===== src/rtl/cordic_stream_top.sv =====
// Streaming IEEE-754 single sin/cos engine: float -> Q3.FRAC -> iterative CORDIC -> float.
// One transaction in flight, valid/ready on both sides, error flag for NaN/Inf and |x| >= 2.
module cordic_stream_top #(
    parameter int WORD_LENGTH = 21,
    parameter int ITERATIONS  = 16
) (
    input  logic        clk,
    input  logic        rst,
    input  logic        in_valid,
    output logic        in_ready,
    input  logic [31:0] in_data,
    input  logic        in_mode,
    output logic        out_valid,
    input  logic        out_ready,
    output logic [31:0] out_data,
    output logic        out_err,
    output logic        busy
);
    localparam int FRAC  = WORD_LENGTH - 3;
    localparam int CNT_W = (ITERATIONS > 1) ? $clog2(ITERATIONS) : 1;

    // atan(2^-i) with 62 fractional bits; the series terms are exact powers of two over odd divisors
    function automatic logic [63:0] atan62(input int i);
        logic [63:0] acc;
        logic [63:0] term;
        int          sh;
        acc = '0;
        if (i == 0) begin
            acc = 64'h3243F6A8885A308D;
        end else begin
            for (int k = 0; k < 32; k++) begin
                sh = 62 - i * (2 * k + 1);
                if (sh >= 0) begin
                    term = (64'd1 << sh) / 64'(2 * k + 1);
                    if (k % 2 == 0) acc = acc + term;
                    else            acc = acc - term;
                end
            end
        end
        return acc;
    endfunction

    function automatic logic [ITERATIONS-1:0][WORD_LENGTH-1:0] gen_atan();
        logic [ITERATIONS-1:0][WORD_LENGTH-1:0] t;
        logic [63:0] r;
        for (int i = 0; i < ITERATIONS; i++) begin
            r    = (atan62(i) + (64'd1 << (61 - FRAC))) >> (62 - FRAC);
            t[i] = WORD_LENGTH'(r);
        end
        return t;
    endfunction

    localparam logic [ITERATIONS-1:0][WORD_LENGTH-1:0] ATAN = gen_atan();
    localparam logic [63:0] K64 = ((64'd6072529350 << FRAC) + 64'd5000000000) / 64'd10000000000;
    localparam logic [WORD_LENGTH-1:0] K    = WORD_LENGTH'(K64);
    localparam logic [WORD_LENGTH-1:0] ZMAX = {1'b0, {(WORD_LENGTH-1){1'b1}}};

    // Truncates toward zero by shifting the magnitude, then applies the sign
    function automatic logic [WORD_LENGTH-1:0] to_fixed(input logic [31:0] f);
        logic [7:0]             e;
        logic [63:0]            mag;
        logic [WORD_LENGTH-1:0] m;
        int                     sh;
        e   = f[30:23];
        mag = {40'd0, 1'b1, f[22:0]};
        sh  = int'(e) - 150 + FRAC;
        if (e == 8'd0)     mag = '0;
        else if (sh >= 0)  mag = mag << sh;
        else               mag = mag >> (-sh);
        m = WORD_LENGTH'(mag);
        if (e[7]) m = ZMAX;
        return f[31] ? -m : m;
    endfunction

    function automatic logic [31:0] to_float(input logic [WORD_LENGTH-1:0] v);
        logic [WORD_LENGTH-1:0] mag;
        logic [63:0]            m64;
        logic [31:0]            res;
        int                     p;
        mag = v[WORD_LENGTH-1] ? -v : v;
        p   = 0;
        for (int b = 0; b < WORD_LENGTH; b++)
            if (mag[b]) p = b;
        m64 = {{(64-WORD_LENGTH){1'b0}}, mag};
        if (p <= 23) m64 = m64 << (23 - p);
        else         m64 = m64 >> (p - 23);
        res = {v[WORD_LENGTH-1], 8'(127 + p - FRAC), 23'(m64)};
        if (mag == '0) res = 32'd0;
        return res;
    endfunction

    typedef enum logic [1:0] {IDLE, ROTATE, PACK, DONE} state_t;
    state_t state, state_nx;

    logic [CNT_W-1:0]              cnt;
    logic signed [WORD_LENGTH-1:0] x, y, z;
    logic signed [WORD_LENGTH-1:0] x_sh, y_sh, x_rot, y_rot, z_rot;
    logic                          mode, err, nan, accept, last, dpos;
    logic [7:0]                    in_exp;

    assign in_exp   = in_data[30:23];
    assign in_ready = !rst && (state == IDLE || (state == DONE && out_ready));
    assign accept   = in_valid && in_ready;
    assign last     = cnt == CNT_W'(ITERATIONS - 1);
    assign busy     = state != IDLE;

    // One micro-rotation; d = +1 when z >= 0
    assign dpos  = !z[WORD_LENGTH-1];
    assign x_sh  = x >>> cnt;
    assign y_sh  = y >>> cnt;
    assign x_rot = dpos ? x - y_sh : x + y_sh;
    assign y_rot = dpos ? y + x_sh : y - x_sh;
    assign z_rot = dpos ? z - $signed(ATAN[cnt]) : z + $signed(ATAN[cnt]);

    always_comb begin
        state_nx = state;
        case (state)
            IDLE:    if (accept) state_nx = ROTATE;
            ROTATE:  if (last) state_nx = PACK;
            PACK:    state_nx = DONE;
            DONE:    if (out_ready) state_nx = accept ? ROTATE : IDLE;
            default: state_nx = IDLE;
        endcase
    end

    always_ff @(posedge clk or posedge rst) begin
        if (rst) begin
            state     <= IDLE;
            cnt       <= '0;
            x         <= '0;
            y         <= '0;
            z         <= '0;
            mode      <= 1'b0;
            err       <= 1'b0;
            nan       <= 1'b0;
            out_valid <= 1'b0;
            out_data  <= '0;
            out_err   <= 1'b0;
        end else begin
            state <= state_nx;
            if (accept) begin
                z    <= to_fixed(in_data);
                x    <= K;
                y    <= '0;
                mode <= in_mode;
                err  <= in_exp[7];
                nan  <= &in_exp;
                cnt  <= '0;
            end else if (state == ROTATE) begin
                x   <= x_rot;
                y   <= y_rot;
                z   <= z_rot;
                cnt <= cnt + 1'b1;
            end
            if (state == PACK) begin
                out_valid <= 1'b1;
                out_data  <= nan ? 32'h7FC00000 : to_float(mode ? y : x);
                out_err   <= err;
            end else if (state == DONE && out_ready) begin
                out_valid <= 1'b0;
            end
        end
    end
endmodule


===== config.mk =====
export PLATFORM = sky130hd
export DESIGN_NAME = cordic_stream_top
export DESIGN_NICKNAME = d
export VERILOG_FILES = /design/src/rtl/cordic_stream_top.sv
export SDC_FILE = /design/constraint.sdc
export NUM_CORES = 1
export LEC_CHECK = 0
export CAP_MARGIN = 20
export CELL_PAD_IN_SITES_DETAIL_PLACEMENT = 1
export CELL_PAD_IN_SITES_GLOBAL_PLACEMENT = 2
export CORE_MARGIN = 5
export CORE_UTILIZATION = 43
export CTS_CLUSTER_DIAMETER = 40
export CTS_CLUSTER_SIZE = 24
export DETAILED_ROUTE_END_ITERATION = 16
export DONT_BUFFER_PORTS = 1
export PLACE_DENSITY = 0.85
export SETUP_SLACK_MARGIN = 0.15
export SYNTH_ARGS = -nofsm -noshare
export SYNTH_HDL_FRONTEND = slang
export SYNTH_SLANG_ARGS = --single-unit

===== constraint.sdc =====
create_clock -name clk -period 9.1 [get_ports clk]
set_clock_uncertainty 0.05 [all_clocks]
set_input_delay 0.91 -clock clk [delete_from_list [all_inputs] [get_ports clk]]
set_output_delay 0.91 -clock clk [all_outputs]
set_load 0.02 [all_outputs]

## Word level (Yosys, flattened, before mapping)

Memories as Yosys holds them, arrays and structs flattened.
Cells that the tools add are included.

| cells by class | value |
|---|---|
| add/subtract/negate cells | 16 |
| magnitude comparators | 3 |
| eq/ne operators | 7 |
| shifts and indexed selects | 6 |
| multiplexer cells | 50 |
| reduce and logical (&&, ||, !) cells | 13 |

Operators by type and width:

| cell | number |
|---|---|
| 2-to-1 mux 32 bit | 22 |
| 2-to-1 mux 21 bit | 17 |
| adder 21 bit | 3 |
| subtractor 21 bit | 3 |
| negator 21 bit | 2 |
| >>> shifter 21 x 4 -> 21 bit | 2 |
| less-or-equal comparator 32 x 6 -> 1 bit (second input constant) | 1 |
| negator 10 -> 32 bit | 1 |
| left shift 21 x 32 -> 23 bit | 1 |
| left shift 24 x 32 -> 21 bit | 1 |
| >> shifter 21 x 32 -> 23 bit | 1 |
| >> shifter 24 x 32 -> 21 bit | 1 |
| subtractor 32 x 6 -> 32 bit (second input constant) | 1 |
| subtractor 6 x 32 -> 32 bit (first input constant) | 1 |
| 2-to-1 mux 23 bit | 1 |
| zero test 21 bit | 1 |
| adder 9 x 6 -> 10 bit (second input constant) | 1 |
| greater-or-equal comparator 10 x 1 -> 1 bit (second input constant) | 1 |
| subtractor 8 x 8 -> 9 bit (second input constant) | 1 |
| adder 8 bit (first input constant) | 1 |
| zero test 8 bit | 1 |
| 2-to-1 mux 4 bit | 2 |
| one-hot mux 2 bit (4 select lines) | 1 |
| AND reduction 8 bit | 1 |
| other kinds (15) | 27 |

| storage, ports and cells | value |
|---|---|
| bits in registers | 106 |
| ROM bits | 336 |
| memories kept | 1 |

Memories:

| name | words | width | read ports | clocked after Yosys merged registers in | write ports | line | RTL |
|---|---|---|---|---|---|---|---|
| (name not given) | 16 | 21 | 1 | 0 | 0 | 113 | `assign z_rot = dpos ? z - $signed(ATAN[cnt]) : z + $signed(ATAN[cnt]);` |

## Longest topological paths before layout

Gate-level depths: netlist of the first run.

| depth | value |
|---|---|
| depth in word-level cells | 29 |
| gate-level depth with buffers | 31 |

## Least setup slack after synthesis of the first run

Ideal clock, no wire load.

| timing path | value |
|---|---|
| kind | input -> register |
| start point | input port in_data[24] |
| end point | register z[20] |
| arrival time | 6371 ps |
| setup slack | 2547 ps |
| cell stages on the path | 24 |
| cell sequence | buf_2 -> inv_2 -> clkbuf_1 -> ha_1 -> nor2_1 -> a21oi_1 -> o21ai_0 -> and3_1 -> buf_2 -> o31ai_1 -> ha_1 -> nor4_1 -> nand4_1 -> or4b_2 -> a2111oi_2 -> o2bb2ai_2 -> buf_6 -> o31ai_1 -> nor3_1 -> and4bb_2 -> and4bb_2 -> a21oi_1 -> xnor2_1 -> o21ai_1 |

| between the ends | value |
|---|---|
| longest elaborated chain between the ends | 11 |
| elaborated cells on any way between the ends | 14 |
| classes of those cells | 4 x add/sub; 1 x order compare; 2 x shift; 6 x mux; 1 x reduce/logical |

RTL lines:

| element | line | RTL |
|---|---|---|
| from (decl) | 11 | `input logic [31:0] in_data,` |
| subtractor 8 x 8 -> 9 bit | 66 | `sh = int'(e) - 150 + FRAC;` |
| adder 9 x 6 -> 10 bit | 66 |  |
| negator 10 -> 32 bit | 69 | `else mag = mag >> (-sh);` |
| >> shifter 24 x 32 -> 21 bit | 69 |  |
| 2-to-1 mux 21 bit | 68 | `else if (sh >= 0) mag = mag << sh;` |
| 2-to-1 mux 21 bit (*) | 67 | `if (e == 8'd0) mag = '0;` |
| 2-to-1 mux 21 bit (*) | 71 | `if (e[7]) m = ZMAX;` |
| 2-to-1 mux 21 bit (*) | 141 | `if (accept) begin` |
| negator 21 bit | 72 | `return f[31] ? -m : m;` |
| 2-to-1 mux 21 bit (*) | 72 |  |
| 2-to-1 mux 21 bit (*) | 141 |  |
| to (signal assigned) | 142 | `z <= to_fixed(in_data);` |
| to (signal assigned) | 152 | `z <= z_rot;` |
| to (decl) | 96 | `logic signed [WORD_LENGTH-1:0] x, y, z;` |

Mark *: on every way between the ends. The rest lies on a longest branch, timed or not. The select of a mux whose other input is x is not followed.
A chain may end at the register's enable or synchronous reset.

## Worst setup path after layout of the first run

| timing path | value |
|---|---|
| start point | register mode |
| end point | register out_data[2] |

| between the ends | value |
|---|---|
| longest elaborated chain between the ends | 29 |
| elaborated cells on any way between the ends | 33 |
| classes of those cells | 3 x add/sub; 1 x order compare; 2 x shift; 26 x mux; 1 x reduce/logical |

RTL lines:

| element | line | RTL |
|---|---|---|
| from (decl) | 98 | `logic mode, err, nan, accept, last, dpos;` |
| from (signal assigned) | 145 | `mode <= in_mode;` |
| 2-to-1 mux 21 bit (*) | 157 | `out_data <= nan ? 32'h7FC00000 : to_float(mode ? y : x);` |
| negator 21 bit | 80 | `mag = v[WORD_LENGTH-1] ? -v : v;` |
| 2-to-1 mux 21 bit (*) | 80 |  |
| 2-to-1 mux 1 bit | 83 | `if (mag[b]) p = b;` |
| 2-to-1 mux 32 bit (19 in series) | 83 |  |
| 2-to-1 mux 32 bit | 155 | `if (state == PACK) begin` |
| subtractor 32 x 6 -> 32 bit / subtractor 6 x 32 -> 32 bit (equally long branches) | 86, 85 |  |
| >> shifter 21 x 32 -> 23 bit / left shift 21 x 32 -> 23 bit (equally long branches) | 86, 85 |  |
| 2-to-1 mux 23 bit | 85 | `if (p <= 23) m64 = m64 << (23 - p);` |
| 2-to-1 mux 32 bit (*) | 88 | `if (mag == '0) res = 32'd0;` |
| 2-to-1 mux 32 bit (*) | 157 |  |
| to (signal assigned) | 157 |  |
| to (decl) | 15 | `output logic [31:0] out_data,` |

Marks and branches as above.

==> results by group, run 1 <==
Setup path
  • R2R Setup Slk: around 1800 ps
  • CP top delay family: simple AND/OR/NAND/NOR gates
  • Worst endpoint required time: ~9400 ps
  • Cell Chain, Critical Path: buf_4 -> mux2i_1 -> ha_1 -> nor4b_4 -> o211ai_1 -> nor2_1 -> nand2_1 -> nor4_4 -> a21oi_2 -> a31oi_4 -> buf_4 -> inv_1 -> ha_1 -> inv_1 -> mux2_2 -> nand2_1 -> o211ai_1 -> nor2_1 -> nor4_1 -> a311oi_1 -> a21oi_1
  • R2R Path End: out_data[2]
  • Startpoint Class: register
  • Stages on the worst setup path: 21
  • Arrival @ worst endpoint: 7590 ps
  • Buf/Inv on CP: 4
  • CP endpoint kind: register
  • Reg2reg path depth: 21
  • CP Class: register to register
  • Reg-to-Reg Start: mode
  • Worst path slowest cell: ha_1
  • Crit-path max cell delay: ~900 ps
  • CP Max Fanout: between 50 and 60

Floorplanning
  • Initial Util: 0.437
  • Core Box Area: between 40,000 and 50,000 um^2
  • Die height: 217 um
  • Die X: ~220 um
  • DIE AREA: around 47,000 um^2
  • Num rows: 75
  • # IOs: 73

Timing
  • RSZ-0062 raised after global routing: false
  • Setup Viol. Count Final: 0
  • Final Max Slew Viols: 0
  • Final-report hold violation count: 0
  • Crit path time final: about 7300 ps
  • Crit path setup slack, layout: 1780 ps
  • Setup TNS: 0 ps
  • Final Cycle Share: 0.804
  • Peak Freq: 137 MHz
  • Hold slack final: 431 ps
  • Relative slew margins: 0.275
  • Worst-Margin Slew: ~1100 ps

Cells and area
  • Share of cells above drive strength 1: 0.103
  • Fillcell total: 5,135
  • Register area: around 2700 um^2
  • Most common cell after layout, fill and taps aside: nand2_1
  • Area Overhead vs Synth: 2.54%
  • Most frequent cells in the layout: nand2_1 (265), nor2_1 (233), a21oi_1 (181)
  • Post-layout net count: between 2,000 and 2,500
  • Multi-input gate area: roughly 15,000 um^2
  • Inserted Diodes: 0
  • Fin cells: approximately 2,800

Synthesis
  • Synth top area share: 0.144
  • Synth area leaders: dfrtp_1 (14%), mux2i_1 (8.0%), mux4_2 (7.6%)
  • Cell variety after synth: roughly 120
  • Syn nets: 2,492
  • Post-synth EDFFs: 0
  • Synth Register Bits: around 110
  • Cell area after synthesis: about 18,000 um^2
  • Sequential area share after synthesis: 0.144
  • Most used DFF post-synth: dfrtp_1
  • Ys async rst share: 1.00
  • Mapped Avg Cell Area: 7.81 um^2
  • Synth Instances: between 2,000 and 2,500
  • Yosys top cell by area: dfrtp_1
  • Yosys warnings: 0

Placement
  • Post-DP HPWL: approximately 49,000 um
  • GPL Wtd Cong: around 0.93
  • # port buffers: 0
  • Pre-CTS WS: 1810 ps
  • Placed cells: about 2,800

Clock tree
  • Clock tree buffer depth: 2
  • Hold Buf Count CTS: 0
  • CTS tree: built
  • H-tree depth: 3
  • Number of clock sinks: about 110
  • Worst-skew pair later-pin latency: just over 400 ps
  • Num CTS Buffers: 9
  • Clk slew on worst S/H paths: 90 ps
  • Post-CTS setup buffer count: 0
  • Clock root cell: clkbuf_16
  • Cts repair resizes: 0

Drt
  • Post-DRT Antenna Nets: 0
  • TritonRoute pass-1 iters: 8
  • Drt via density: 6.60
  • DR WL/cell: around 24 um
  • Via count: roughly 18,000
  • Drc violations: 0
  • Total wire length: between 60,000 and 70,000 um
  • Initial drt markers: 1,521

GRT
  • Global route total overflow: 0
  • Global-route wire length before repair: ~100,000 um
  • Vias in the first global route: 18,800
  • Total track usage: 0.272
  • Initial antenna violation count: 0
  • Largest net degree at the start of global routing: between 60 and 70

Job
  • Number of max-cap violations: 0

Run status
  • Outcome: complete, no violations

Hold path
  • Tightest Hold Check Type: primary input to asynchronous set/reset pin
==> metrics by stage <==
| step | instance area [um^2] | utilization |
|---|---|---|
| finish | 18900 | 0.448 |
| global route | 18900 | 0.448 |
| CTS | 18900 | 0.447 |
| detailed placement | 18500 | 0.440 |
| global placement | 18500 | 0.440 |
| floorplan | 18400 | - |
==> layer usage <==
metal  up-vias  wire (um)  track usage
met1      9225      29000        0.364
met5         -          0            0
li1       8517          -            -
met4         0       2050       0.0822
met2       499      31400        0.462
met3       122       3200       0.0367
==> state kept, by name (all words and copies together) (netlist names), 2 cells and up <==
| register | count |
|---|---|
| out_data | 32 |
| x | 21 |
| y | 21 |
| z | 21 |
| cnt | 4 |
| state | 2 |
==> cell usage after synthesis (all sizes together) (13+ instances only) <==
master  count
xor2       54
mux2       43
xnor2     110
mux4       62
ha         96
and2       26
a31oi      37
nand2     269
o21a       14
nand2b     23
a211oi     32
nor4       22
and3       18
buf        72
o211ai     35
o31ai      19
a21oi     184
nor2      235
nor3b      13
nand4      15
dfrtp     106
a211o      13
o21ai     155
clkbuf     80
or3        22
mux2i     149
a21o       21
nand3      46
nor2b      31
inv        65
a41oi      13
o22ai      13
nor3       62
==> worst max-delay path by stage <==
stage	startpoint	to	slack, ps
5_1_grt	mode	out_data[2]	1160
2_1_floorplan	in_data[24]	z[20]	2550
6_report	mode	out_data[2]	1780
3_5_place_dp	in_data[24]	z[20]	1810
4_1_cts	mode	out_data[2]	1870
3_3_place_gp	mode	out_data[2]	2160
==> area by class of cell <==
type | count | share of cell area
Timing Repair Buffer | 23 | 0.00981
Multi-Input combinational cell | 2029 | 0.783
Clock inverter | 6 | 0.00438
Sequential cell | 106 | 0.141
Tap cell | 539 | 0.0357
Inverter | 68 | 0.0137
Clock buffer | 10 | 0.0127
==> kinds of logic (layout without fill, tap and decap cells) <==
logic type,after synthesis,in the layout,share of synthesized area
and+or+nand+nor,836,836,0.222
DFF,106,106,0.144
muxes,254,254,0.184
buffers and inverters,221,107,0.0544
xor gates and xnor gates,166,166,0.0826
AOI/OAI and AO/OA,674,674,0.244
adders and majority gates,99,99,0.0685
Power of run 1 is left out: the tool's default activity adds up to more than one toggle a clock period on the data nets, which glitch-free logic cannot reach.
==> inputs of run 2 (changes only) <==
Settings changed: CORE_UTILIZATION 43 to 36, PLACE_DENSITY 0.85 to 0.75.
Clock period 9.1 ns to 6 ns, I/O delays scaled along.
==> results by group, run 2 (synthesized netlist as in run 1, its figures left out) <==
Drt
  • Total wire length: approximately 70,000 um
  • Post-DRT Antenna Nets: 0
  • TritonRoute pass-1 iters: 5
  • Initial drt markers: ~1,100
  • Drt via density: 6.14
  • DR WL/cell: about 23 um
  • Drc violations: 0
  • Via count: roughly 19,000

Clock tree
  • Num CTS Buffers: 9
  • CTS tree: built
  • Clock root cell: clkbuf_16
  • Worst-skew pair later-pin latency: ~410 ps
  • Clock tree buffer depth: 2
  • H-tree depth: 3
  • Hold Buf Count CTS: 0
  • Clk slew on worst S/H paths: approximately 100 ps
  • Number of clock sinks: 106

Timing
  • Crit path time final: 5550 ps
  • RSZ-0062 raised after global routing: false
  • Setup Viol. Count Final: 0
  • Final-report hold violation count: 0
  • Setup TNS: 0 ps
  • Final Cycle Share: 0.925
  • Worst-Margin Slew: 1010 ps
  • Final Max Slew Viols: 0
  • Relative slew margins: 0.324
  • Peak Freq: ~180 MHz

Floorplanning
  • # IOs: 73
  • DIE AREA: between 50,000 and 60,000 um^2
  • Initial Util: 0.365
  • Core Box Area: between 50,000 and 60,000 um^2
  • Die X: ~240 um
  • Die height: ~240 um
  • Num rows: 82

Setup path
  • Worst path slowest cell: or3_2
  • Crit-path max cell delay: between 400 and 500 ps
  • CP Class: register to register
  • Buf/Inv on CP: 3
  • CP endpoint kind: register
  • Crit-path most repeated cell: buf_4
  • Reg2reg path depth: 20
  • CP top delay family: simple AND/OR/NAND/NOR gates
  • Cell Chain, Critical Path: buf_4 -> or3_2 -> a222oi_1 -> buf_4 -> nor2_1 -> xnor2_1 -> or3_1 -> a311o_1 -> and3_1 -> or2_2 -> a21o_1 -> ha_1 -> and2_1 -> buf_4 -> nand2_1 -> nor2_1 -> a31oi_1 -> a21oi_1 -> mux2i_1 -> o221ai_1
  • Startpoint Class: register
  • Stages on the worst setup path: 20
  • Worst endpoint required time: approximately 6200 ps
  • R2R Setup Slk: about 450 ps
  • Arrival @ worst endpoint: 5760 ps
  • CP Max Fanout: 19

GRT
  • Initial antenna violation count: 0
  • Total track usage: 0.236
  • Vias in the first global route: between 15,000 and 20,000
  • Global route total overflow: 0
  • Global-route wire length before repair: between 100,000 and 150,000 um
  • Largest net degree at the start of global routing: 67

Placement
  • # port buffers: 0
  • Post-DP HPWL: around 53,000 um
  • GPL Wtd Cong: around 0.93

Cells and area
  • Area Overhead vs Synth: 8.64%
  • Fillcell total: 6,102
  • Share of cells above drive strength 1: 0.157
  • Biggest register: out_data
  • Most common cell after layout, fill and taps aside: nand2_1
  • Inserted Diodes: 0
  • Most frequent cells in the layout: nand2_1 (265), nor2_1 (233), a21oi_1 (178)
  • Max reg flops: 32
  • Post-layout net count: between 2,000 and 2,500

Run status
  • Outcome: complete, no violations

Job
  • Number of max-cap violations: 0

Hold path
  • Tightest Hold Check Type: primary input to asynchronous set/reset pin
[run 2: cell types whose count changed in the layout (fill, tap and decap cells not counted), moves of 3 or more]
| cell | delta |
|---|---|
| buf_4 | +99 |
| o21ai_0 | -6 |
| o21ai_1 | +5 |
| a21oi_1 | -3 |
| a21oi_2 | +3 |
| ha_1 | -3 |
| xnor2_1 | -3 |
[run 2: per-layer routing]
layer  global-route usage  share of wire  vias up
li1                     -              -     8732
met1                0.320           0.46     9344
met2                0.401           0.48      358
met3               0.0264          0.038       90
met4               0.0644          0.023        0
met5                    0              0        -
[run 2: what timing repair did]
action                                  4_1_cts  5_1_grt
gates resized for setup                       3       36
buffers inserted                              0       13
endpoints found under the setup margin        1       30
cloned                                        0        0
pin swaps                                     0        2
[run 2: path summary, 6_finish.rpt]
kind | from | endpoint
setup / recovery | mode | out_data[5]
hold / removal | rst | z[5]
setup reg to reg | mode | out_data[5]
hold reg to reg | err | err
max in group asynchronous | rst | out_data[0]
min in group clk | in_data[30] | err
[run 2: per-stage QoR]
stage          utilization  std cells  worst slack (ps)  instance area, um^2  hold slack, ps
2_1_floorplan            -       2356               158                18500             391
3_3_place_gp         0.386       2985               129                19400             411
3_5_place_dp         0.386       2985              -109                19400             420
4_1_cts              0.392       3001               223                19700             165
5_1_grt              0.397       3016               162                20000             199
6_report             0.397       3016               450                20000             152
[run 2: final cells by class]
| class | instances | area, um^2 | share of cell area |
|---|---|---|---|
| multi-input combinational | 2029 | 15000 | 0.750 |
| sequential | 106 | 2670 | 0.133 |
| timing repair buffer | 125 | 950 | 0.0475 |
| tap | 672 | 841 | 0.0421 |
| inverter | 68 | 258 | 0.0129 |
| clock buffer | 9 | 225 | 0.0113 |
| clock inverter | 7 | 57.6 | 0.00288 |
[run 2: worst register-to-register path: cells and delay by family (launching register included)]
| family | cells | cell delay [ps] |
|---|---|---|
| and+or+nand+nor | 8 | 1920 |
| AOI/OAI and AO/OA | 6 | 1640 |
| buffers and inverters | 3 | 680 |
| DFF | 1 | 470 |
| muxes | 1 | 280 |
| adders and majority gates | 1 | 210 |
| xor gates and xnor gates | 1 | 150 |
Power of run 2 is left out for the same reason.
==> RTL change 1, RTL diff (settings of run 2) <==
The 4 states of `state_t` get a Gray code encoding in 2 bits.
--- a/src/rtl/cordic_stream_top.sv
+++ b/src/rtl/cordic_stream_top.sv
@@ -89,7 +89,7 @@
         return res;
     endfunction
 
-    typedef enum logic [1:0] {IDLE, ROTATE, PACK, DONE} state_t;
+    typedef enum logic [1:0] {IDLE = 2'b00, ROTATE = 2'b01, PACK = 2'b11, DONE = 2'b10} state_t;
     state_t state, state_nx;
 
     logic [CNT_W-1:0]              cnt;
Formal check against the unedited RTL: same outputs for any inputs over 4 cycles, from zero or initial values and one cycle with rst high; so few cycles prove little.
==> RTL change 1 against run 2 <==
Final area decreased by 4.0%; synthesized cell count down 2.5%; utilization shrank 0.40 points; first-iteration DRC count is 2.1% lower; sequential share of layout area rose by 0.55 points; wire length down 2.6%; synthesized area is 3.7% lower; setup slack got worse by 0.059 ns; sequential cell count stayed put; critical endpoint is now out_data[8].
Power is left out: the tool's default activity adds up to more than one toggle a clock period on the data nets, which glitch-free logic cannot reach.
==> RTL change 1: results (changes against run 2) <==
vias in the first global route: 18326 (-4.1%)
DP Area: 18800 um^2 (-3.4%)
initial antenna violation count: 0 (unchanged)
FF-to-FF setup slack: 0.39 ns (-0.06 ns)
post-DP HPWL: 52.0 mm (-1.3%)
minimum hold slack: 0.119 ns (-0.0336 ns)
WL final: 66.9 mm (-2.6%)
gpl congestion: 0.912 (-1.9%)
top cells by count, synth: 283 x nand2_1, 203 x nor2_1, 168 x a21oi_1
M1 WL: 30.7 mm (-2.3%)
status: finished, final reports clean
R2R depth: 17 (-15%)
metal2 WL: 32.3 mm (-2.2%)
synthesized instance count: 2297 (-2.5%)
synth unique cells: 118 (-4.1%)
max incr delay on CP: 0.88 ns (+0.40 ns)
Clock transition at path regs: 0.08 ns (-0.02 ns)
ys async rst share: 100% (unchanged)
diode count: 0 (unchanged)
CP Max Fanout: 23 (+4)
M1 GR Usage: 32.4% (+0.36 points)
post-placement cell count: 2911 (-2.5%)
fillers: 6002 (-1.6%)
largest net degree at the start of global routing: 63 (-6.0%)
Slew headroom: 24.5% (-7.9 points)
share of cells above drive strength 1: 14.3% (-1.3 points)
nets: 2395 (-3.2%)
Detailed Routing Iterations Pass 1: 5 (unchanged)
CP arrival: 5.84 ns (+0.08 ns)
met3 Use GR: 2.87% (+0.23 points)
Worst path slowest cell: xnor2_1
wire length on met3: 2.46 mm (-5.4%)
GRT Resource Usage Total: 24.0% (+0.35 points)
mean number of vias per cell: 6.14 (about the same)
Largest register FFs: 32 (unchanged)
Reg2Reg Capture Point: out_data[8]
WL/cell: 22.8 um (+0.13%)
clock root cell: clkbuf_16
pre-CTS setup slack: -0.172 ns (-0.0626 ns)
Iteration-0 DRC Markers: 1085 (-2.1%)
met2 usage: 41.1% (+0.97 points)
post-synthesis sequential area ratio: 15.0% (+0.55 points)
worst hold path class: input port to async pin
worst r2r src: mode
crit-path leading delay family: compound AO/OA/AOI/OAI gates
global-route wire length before repair: 105 mm (-3.7%)
synth top area cells: dfrtp_1 15%, mux4_2 7.6%, ha_1 6.4%, mux2i_1 6.3%, nand2_1 6.0%
==> RTL change 1: cell types whose count changed after synthesis, sizes merged, moves of 10 or more <==
cell / run 2 / this run
mux2i: 149 / 115
nand3: 46 / 80
nor2: 235 / 206
o21ai: 155 / 177
buf: 72 / 52
xnor2: 110 / 92
nand2: 269 / 284
xor2: 54 / 69
a21oi: 184 / 170
o31ai: 19 / 33
clkbuf: 80 / 92
o41ai: 4 / 16
o211ai: 35 / 25
==> RTL change 1: worst max-delay path by stage <==
stage,from,end,slack (ns)
2_1_floorplan,in_data[24],z[10],0.18
3_3_place_gp,in_data[26],z[20],-0.10
3_5_place_dp,in_data[26],z[20],-0.17
4_1_cts,mode,out_data[10],0.18
5_1_grt,cnt[0],z[20],0.14
6_report,mode,out_data[8],0.39
==> RTL change 1: logic make-up (layout without fill, tap and decap cells) <==
family                   after synthesis  in the layout  synth area share (%)
AO/OA/AOI/OAI                        691            691                  26.1
XOR/XNOR                             163            163                  8.42
adder cells (fa/ha/maj)               94             94                  6.76
buffers and inverters                210            182                  5.05
flip-flops                           106            106                  15.0
multiplexers                         223            223                  17.3
AND/OR/NAND/NOR                      810            810                  21.5
==> RTL change 1: what timing repair did <==
item / CTS / global route
setup buffers: 0 / 5
gates resized for setup: 2 / 20
pin swaps: 0 / 1
endpoints found under the setup margin: 2 / 35
==> RTL change 1: cell type report <==
class / count / area (um^2) / share of cell area [%]
flip-flops and latches: 106 / 2660 / 13.9
clock buffers: 11 / 243 / 1.26
multi-input cells: 1981 / 14400 / 74.9
repair buffers: 100 / 771 / 4.02
clock inverters: 5 / 43.8 / 0.228
well taps: 664 / 831 / 4.33
inverters: 66 / 256 / 1.34
==> RTL change 2, RTL diff (flow settings as in run 2) <==
Made on the original files. The parameter `ITERATIONS` goes from 16 to 32.
--- a/src/rtl/cordic_stream_top.sv
+++ b/src/rtl/cordic_stream_top.sv
@@ -2,7 +2,7 @@
 // One transaction in flight, valid/ready on both sides, error flag for NaN/Inf and |x| >= 2.
 module cordic_stream_top #(
     parameter int WORD_LENGTH = 21,
-    parameter int ITERATIONS  = 16
+    parameter int ITERATIONS  = 32
 ) (
     input  logic        clk,
     input  logic        rst,
Behaviour: no difference found for any inputs over 4 cycles, from zero or initial values and one cycle with rst high; that may be too few to reach the edited logic, so the function may still have changed.
==> RTL change 2 against run 2 <==
Worst hold slack got worse by 0.11 ns; setup slack got worse by 0.11 ns; die area increased by 4.2%; synthesized area increased by 4.4%; first-iteration DRC count increased by 55%; count of clock-buffer cells in the layout unchanged; via count increased by 9.0%; final area increased by 4.2%; fmax decreased by 1.9%; wire length increased by 11%; sequential cell count increased by 1.
Power is not shown: default switching activity piles up to over one toggle a cycle in this logic, so the estimate is an artifact.
==> RTL change 2: results (changes against run 2) <==
Num CTS Buffers: 9 (unchanged)
CP arrival: 5.93 ns (+0.17 ns)
mean number of vias per cell: 6.41 (+4.3%)
mux share of post-synthesis cell area: 18.1% (-0.25 points)
post-placement cell count: 3123 (+4.6%)
GRT Resource Usage Total: 25.3% (+1.6 points)
crit-path leading delay family: compound AO/OA/AOI/OAI gates
post-route insts no fill: 3152 (+4.5%)
synth top area cells: dfrtp_1 14%, mux4_2 7.1%, ha_1 6.4%, mux2i_1 5.6%, nor2_1 5.3%
Final Setup Violations: 0 (unchanged)
Largest register FFs: 32 (unchanged)
Slew headroom: 30.1% (-2.3 points)
nets: 2596 (+4.9%)
max incr delay on CP: 0.62 ns (+0.14 ns)
largest net degree at the start of global routing: 67 (unchanged)
M1 WL: 35.4 mm (+13%)
DP Area: 20300 um^2 (+4.7%)
average cell area after synthesis: 7.75 um^2 (-0.81%)
grt ovf: 0 (unchanged)
Worst path slowest cell: mux4_1
vias in the first global route: 20018 (+4.7%)
Adder-Cell Fraction of Synth Area: 6.69% (-0.16 points)
R2R depth: 20 (unchanged)
metal2 WL: 36.0 mm (+8.9%)
post-synthesis sequential area ratio: 13.9% (-0.48 points)
CP Max Fanout: 7 (-12)
XOR/XNOR share of the synthesized area: 6.46% (-1.8 points)
worst hold path class: input port to async pin
met2 usage: 41.2% (+1.1 points)
top cells by count, synth: 269 x nor2_1, 254 x nand2_1, 177 x a21oi_1
predominant post-synthesis flop cell: dfrtp_1
initial antenna violation count: 1 (+1)
fillers: 6400 (+4.9%)
synth unique cells: 121 (-1.6%)
ys async rst share: 100% (unchanged)
share of cells above drive strength 1: 14.6% (-1.1 points)
wire length on met3: 3.67 mm (+41%)
M1 GR Usage: 36.3% (+4.3 points)
post-DP HPWL: 59.0 mm (+12%)
Iteration-0 DRC Markers: 1714 (+55%)
Detailed Routing Iterations Pass 1: 6 (+1)
status: finished, final reports clean
FF-to-FF setup slack: 0.34 ns (-0.11 ns)
htree depth: 3 (unchanged)
Clock transition at path regs: 0.11 ns
Max clock buf depth: 2 (unchanged)
global-route wire length before repair: 118 mm (+8.6%)
Warnings, synthesis: 0 (unchanged)
met3 Use GR: 2.80% (+0.16 points)
WL/cell: 24.2 um (+6.4%)
gpl congestion: 0.936 (+0.63%)
Compound-Gate Fraction of Synth Area: 26.5% (+2.1 points)
clock insertion delay at the later pin of the skew report: 0.41 ns (about the same)
-- RTL change 2: cell types whose count changed in the layout (fill, tap and decap cells not counted), moves of 9 or more --
cell,run 2,this run
nand2_1,265,253
mux2i_1,145,106
or3_1,20,35
xnor2_1,104,83
buf_4,121,134
and3_1,17,26
mux4_1,0,20
nor2_1,233,265
nor3_1,59,74
nand3_1,46,67
a211oi_1,31,42
a31oi_1,33,50
-- RTL change 2: logic make-up (layout without fill, tap and decap cells) --
group	Yosys count	count (layout)
other	0	1
multiplexers	231	231
AND/OR/NAND/NOR	913	913
adder cells (fa/ha/maj)	101	101
flip-flops	107	107
AO/OA/AOI/OAI	750	750
buffers and inverters	245	228
XOR/XNOR	133	133
-- RTL change 2: final timing paths --
path	from	to
worst max-delay path	cnt[0]	x[20]
worst min register to register	err	err
worst max register to register	cnt[0]	x[20]
worst min-delay path	rst	y[12]
max in group asynchronous	rst	cnt[1]
min in group clk	in_mode	mode
-- RTL change 2: area by class of cell --
type	count	area, um^2	area share (%)
multi-input combinational	2128	15600	75.0
sequential	107	2690	12.9
timing repair buffer	139	1090	5.25
tap	688	861	4.13
inverter	73	278	1.33
clock buffer	9	225	1.08
clock inverter	7	61.3	0.294
antenna	1	2.50	0.0120
-- RTL change 2: what timing repair did --
action                                  4_1_cts  5_1_grt
resized for setup                             3       28
endpoints found under the setup margin        3       31
setup buffers                                 0       12
pin swaps                                     0        5
-- RTL change 2: per-stage QoR --
step           hold WS [ns]  worst slack (ns)
2_1_floorplan         0.394             0.210
3_3_place_gp          0.412             0.147
3_5_place_dp          0.424            -0.201
4_1_cts              0.0455             0.139
5_1_grt              0.0683            0.0954
6_report             0.0389             0.341
